<file path="src/rtl/mem_bus_arbiter.sv">
// mem_bus_arbiter
// Shares the system memory bus (16-bit address, 8-bit data) between the CPU
// core and one DMA requester. The CPU owns the bus by default. The DMA side
// preempts it at cycle boundaries. Every change of owner passes through one
// dead turnaround cycle, during which no write strobe is issued.
//
// Optional feature (macro ARB_FAIRNESS_EN): a burst counter caps a DMA tenure
// at DMA_BURST_MAX transfers whenever the CPU is waiting. The CPU then gets a
// slot before the DMA side can take the bus back.
//
// Ports:
//   clock, reset                      clock; asynchronous active-high reset
//   cpu_req/we/address/data_out       CPU transfer request
//   cpu_stall                         CPU must hold its request
//   dma_req/we/address/data_out       DMA transfer request (held for a burst)
//   dma_grant, dma_ack                DMA owns the bus / DMA transfer done
//   dataInBus                         memory read data (combinational memory)
//   cpu_data_in, dma_data_in          read data to each requester
//   addressBus, dataOutBus, writeEnBus  shared memory bus
module mem_bus_arbiter #(
    parameter int DMA_BURST_MAX = 16
) (
    input  logic        clock,
    input  logic        reset,
    input  logic        cpu_req,
    input  logic        cpu_we,
    input  logic [15:0] cpu_address,
    input  logic [7:0]  cpu_data_out,
    output logic        cpu_stall,
    input  logic        dma_req,
    input  logic        dma_we,
    input  logic [15:0] dma_address,
    input  logic [7:0]  dma_data_out,
    output logic        dma_grant,
    output logic        dma_ack,
    input  logic [7:0]  dataInBus,
    output logic [7:0]  cpu_data_in,
    output logic [7:0]  dma_data_in,
    output logic [15:0] addressBus,
    output logic [7:0]  dataOutBus,
    output logic        writeEnBus
);

    typedef enum logic [1:0] {
        CPU_OWN = 2'd0,
        TURN_D  = 2'd1,
        DMA_OWN = 2'd2,
        TURN_C  = 2'd3
    } state_t;

    state_t state;

    // Reject a burst cap the 8-bit counter cannot reach.
    if (DMA_BURST_MAX < 1 || DMA_BURST_MAX > 255) begin : g_bad_burst_max
        $error("mem_bus_arbiter: DMA_BURST_MAX must be in 1..255");
    end

    // Bus mux and handshake outputs, all decoded from the state register.
    always_comb begin
        addressBus = cpu_address;
        dataOutBus = cpu_data_out;
        writeEnBus = 1'b0;
        case (state)
            CPU_OWN: writeEnBus = cpu_req & cpu_we;
            DMA_OWN: begin
                addressBus = dma_address;
                dataOutBus = dma_data_out;
                writeEnBus = dma_req & dma_we;
            end
            default: writeEnBus = 1'b0;
        endcase
    end

    assign cpu_data_in = dataInBus;
    assign dma_data_in = dataInBus;
    assign dma_grant   = (state == DMA_OWN);
    assign dma_ack     = dma_grant & dma_req;
    assign cpu_stall   = cpu_req & (state != CPU_OWN);

    logic dma_take;   // CPU_OWN may hand the bus to DMA at this edge
    logic cap_hit;    // DMA tenure must end because the CPU is being starved

`ifdef ARB_FAIRNESS_EN
    logic [7:0] burst_cnt;
    logic       cpu_owed;
    logic [8:0] cnt_inc;

    // Compare on 9 bits so a saturated counter never aliases onto the cap.
    assign cnt_inc  = {1'b0, burst_cnt} + 9'd1;
    assign cap_hit  = dma_ack & cpu_req & (cnt_inc == 9'(DMA_BURST_MAX));
    // A CPU that was forced to wait keeps the bus for its owed slot.
    assign dma_take = dma_req & ~(cpu_owed & cpu_req);

    always_ff @(posedge clock or posedge reset) begin
        if (reset) begin
            burst_cnt <= 8'd0;
            cpu_owed  <= 1'b0;
        end else begin
            case (state)
                CPU_OWN: cpu_owed <= 1'b0;
                TURN_D:  burst_cnt <= 8'd0;
                DMA_OWN: begin
                    if (dma_ack && burst_cnt != 8'hFF)
                        burst_cnt <= burst_cnt + 8'd1;
                    if (cap_hit)
                        cpu_owed <= 1'b1;
                end
                default: ;
            endcase
        end
    end
`else
    assign cap_hit  = 1'b0;
    assign dma_take = dma_req;
`endif

    // Owner FSM. Every change of owner passes through a turnaround state.
    always_ff @(posedge clock or posedge reset) begin
        if (reset) begin
            state <= CPU_OWN;
        end else begin
            case (state)
                CPU_OWN: if (dma_take) state <= TURN_D;
                TURN_D:  state <= DMA_OWN;
                DMA_OWN: if (!dma_req || cap_hit) state <= TURN_C;
                TURN_C:  state <= CPU_OWN;
                default: state <= CPU_OWN;
            endcase
        end
    end

endmodule

</file>
<file path="config.mk">
export PLATFORM = sky130hd
export DESIGN_NAME = mem_bus_arbiter
export DESIGN_NICKNAME = d
export VERILOG_FILES = /design/src/rtl/mem_bus_arbiter.sv
export SDC_FILE = /design/constraint.sdc
export NUM_CORES = 1
export LEC_CHECK = 0
export CORE_AREA = 2 2 61 63
export DETAILED_ROUTE_END_ITERATION = 16
export DIE_AREA = 0 0 63 65
export PLACE_DENSITY_LB_ADDON = 0.3
export SETUP_SLACK_MARGIN = 0.15
export SLEW_MARGIN = 0
export SYNTH_ARGS = -nofsm -noshare
export SYNTH_HDL_FRONTEND = slang
export SYNTH_SLANG_ARGS = --single-unit
</file>
<file path="constraint.sdc">
create_clock -name clock -period 1.6 [get_ports clock]
set_input_delay 0.32 -clock clock [delete_from_list [all_inputs] [get_ports clock]]
set_output_delay 0.32 -clock clock [all_outputs]
set_load 0.05 [all_outputs]
</file>
==> metrics.cfg <==
[status]
status=complete, but fails checks
violations=negative setup slack

[synth]
syn_avg_cell_area_sq_um=11.1
seq_area_frac_synth=0.0729
synth_nets=128
synth.top_cell.area_share=0.393
synth.ff_latch_count=2
synth_cell_types=15
yosysWarnings=0
syn-cell-area_sq_um=687
syn_inst=62
yosys.area.top_type=mux2_4
ys_top_cells_by_area=mux2_4 (39%), buf_4 (17%), mux2_2 (9.8%)

[finish]
area_growth_pct=145
seq_area_sq_um=50.0
final_cell_mix=clkdlybuf4s50_1 (53), buf_6 (24), mux2_4 (19)
largest_register=state
fin_util=0.481
drive_gt1_frac=0.562
largest_reg_flops=2
multiInputGateArea_sq_um=551
fin_area_sq_um=1680
nets=205
n_fill_cell=310
antenna_cells=0
final_common_cell=clkdlybuf4s50_1
fin_cells=185
reg.largest.list=state (2)

[detailed_routing]
first_pass_iters=2
vias=732
drt_iter0_markers=5
wirelength_um=2350
wire_per_inst_um=12.7
ant_nets=0
vias_per_cell=3.96
drc=0

[power_and_ir_drop]
powerDensity_nw_per_um2=1810
pwr-share-clk=0.035
p_leak_uw=0.000727
power.switching_uw=1510
vdd_ir_drop_max_mv=1.05
p_total_uw=3050
switching_share=0.494
p_seq_frac=0.033
p_int_uw=1540
combinationalPowerShare=0.932

[floorplan]
die_w_um=63
fp.dieArea_sq_um=4100
die_h_um=65
fp.coreArea_sq_um=3500
io_pins=106
start_util=0.196
rows=22

[clock_tree]
worstSkewPairLatency_ns=0.22
cts.sinks=2
max-clock-path-buffers=2
hold_buffers=0
h-tree-depth=1
path_clk_slew_ns=0.03
root_buffer=clkbuf_4
cts_buffers=3
cts_tree=done

[timing]
rsz0062_at_grt=true
relSlewSlack=0.866
fin_crit_ns=1.78
tightest_slew_ns=0.198
setup_violations=25
fin_skew_ns=0.00183
finalHoldViolCount=0
period_share=1.11
slew_violations=0
timing.fmax_mhz=562
final.setup.worst_slack_ns=-0.178

[critical_path]
endpoint_kind=output port
critical_path_class=flip-flop to output port
cp_max_fo=5
critPathArrivalTime_ns=1.46
required_ns=1.28
critPathLaunchType=flip-flop

[place]
dpl_cell_area_sq_um=1480
post-dp-hpwl_um=1910
io_buffers=81
placed_cells=179
globalplace.congestion=0.690
preCtsSetupSlack_ns=-0.0450

[global_route]
grt_start_max_net_pins=12
grt_pass1_wl_um=3530
grt_pass1_vias=739
overflow=0
grt_use_total=0.107
antenna_found_initial=0

[run]
maxCapViolCount=0

[worst_hold_path]
hold_path_class=primary input to async pin

## cell usage after synthesis
| master | instances |
|---|---|
| mux2_4 | 18 |
| buf_4 | 16 |
| mux2_2 | 6 |
| ha_1 | 4 |
| inv_1 | 3 |
| buf_12 | 2 |
| dfrtp_1 | 2 |
| mux2i_1 | 2 |
| nand3_1 | 2 |
| nor2_1 | 2 |
| a21oi_1 | 1 |
| and2_1 | 1 |
| buf_6 | 1 |
| mux2_1 | 1 |
| nor2b_1 | 1 |
## cell type report
cell class	count	area share
multi-input cells	38	0.327
inverters	3	0.00669
repair buffers	91	0.587
flip-flops and latches	2	0.0297
well taps	48	0.0357
clock buffers	3	0.0134
## cell families (layout without fill, tap and decap cells)
group | count (synthesis) | count (layout) | share of synthesized area
adders and majority gates | 4 | 4 | 0.0729
buffers and inverters | 22 | 97 | 0.266
and+or+nand+nor | 6 | 6 | 0.0437
muxes | 27 | 27 | 0.537
DFF | 2 | 2 | 0.0729
AOI/OAI and AO/OA | 1 | 1 | 0.00728
## metal layers
metal  GRT usage  share of wire  vias to the layer above
li1            -              -                      347
met2       0.209           0.53                       60
met4      0.0278         0.0090                        0
met3      0.0382           0.12                        4
met1       0.107           0.34                      321
met5           0              0                        -
## final timing paths
check / slack (ns) / end / startpoint / cells past startpoint
worst max-delay path: -0.18 / dataOutBus[0] / state[0]$_DFFE_PP0P_ / 5
worst min-delay path: 0.25 / state[1]$_DFFE_PP0P_ / reset / 2
worst max register to register: 0.19 / state[1]$_DFFE_PP0P_ / state[1]$_DFFE_PP0P_ / 5
worst min register to register: 0.69 / state[1]$_DFFE_PP0P_ / state[1]$_DFFE_PP0P_ / 2
max in group asynchronous: 1.24 / state[0]$_DFFE_PP0P_ / reset / 2
min in group clock: 0.64 / cpu_data_in[2] / dataInBus[2] / 0
## per-stage QoR
step	setup TNS [ns]	hold WS [ns]
6_report	-4.03	0.249
5_1_grt	-5.39	0.247
4_1_cts	-4.42	0.242
3_5_place_dp	-0.0702	0.479
3_3_place_gp	-0.0127	0.476
2_1_floorplan	-2.06	0.0612
## critical path, stage by stage (launching register included)
cell and delay [ns]:
dfrtp_1 0.36, inv_2 0.07, ha_4 0.18, buf_4 0.14, mux2_2 0.34, buf_6 0.16
## timing repair
item,CTS,global route
cloned,0,0
setup endpoints to repair,28,30
pin swaps,1,0
gates resized for setup,32,6
buffers inserted,3,0
## power by group through the flow
| stage | Clock (uW) | Sequential, uW | Combinational (uW) |
|---|---|---|---|
| global placement | 0 | 100 | 2470 |
| detailed placement | 0 | 101 | 2480 |
| global route | 118 | 103 | 2970 |
| finish | 107 | 99.7 | 2840 |
| CTS | 115 | 100 | 2750 |
| floorplan | 0 | 102 | 1860 |
(Power assumes the default switching activity.)
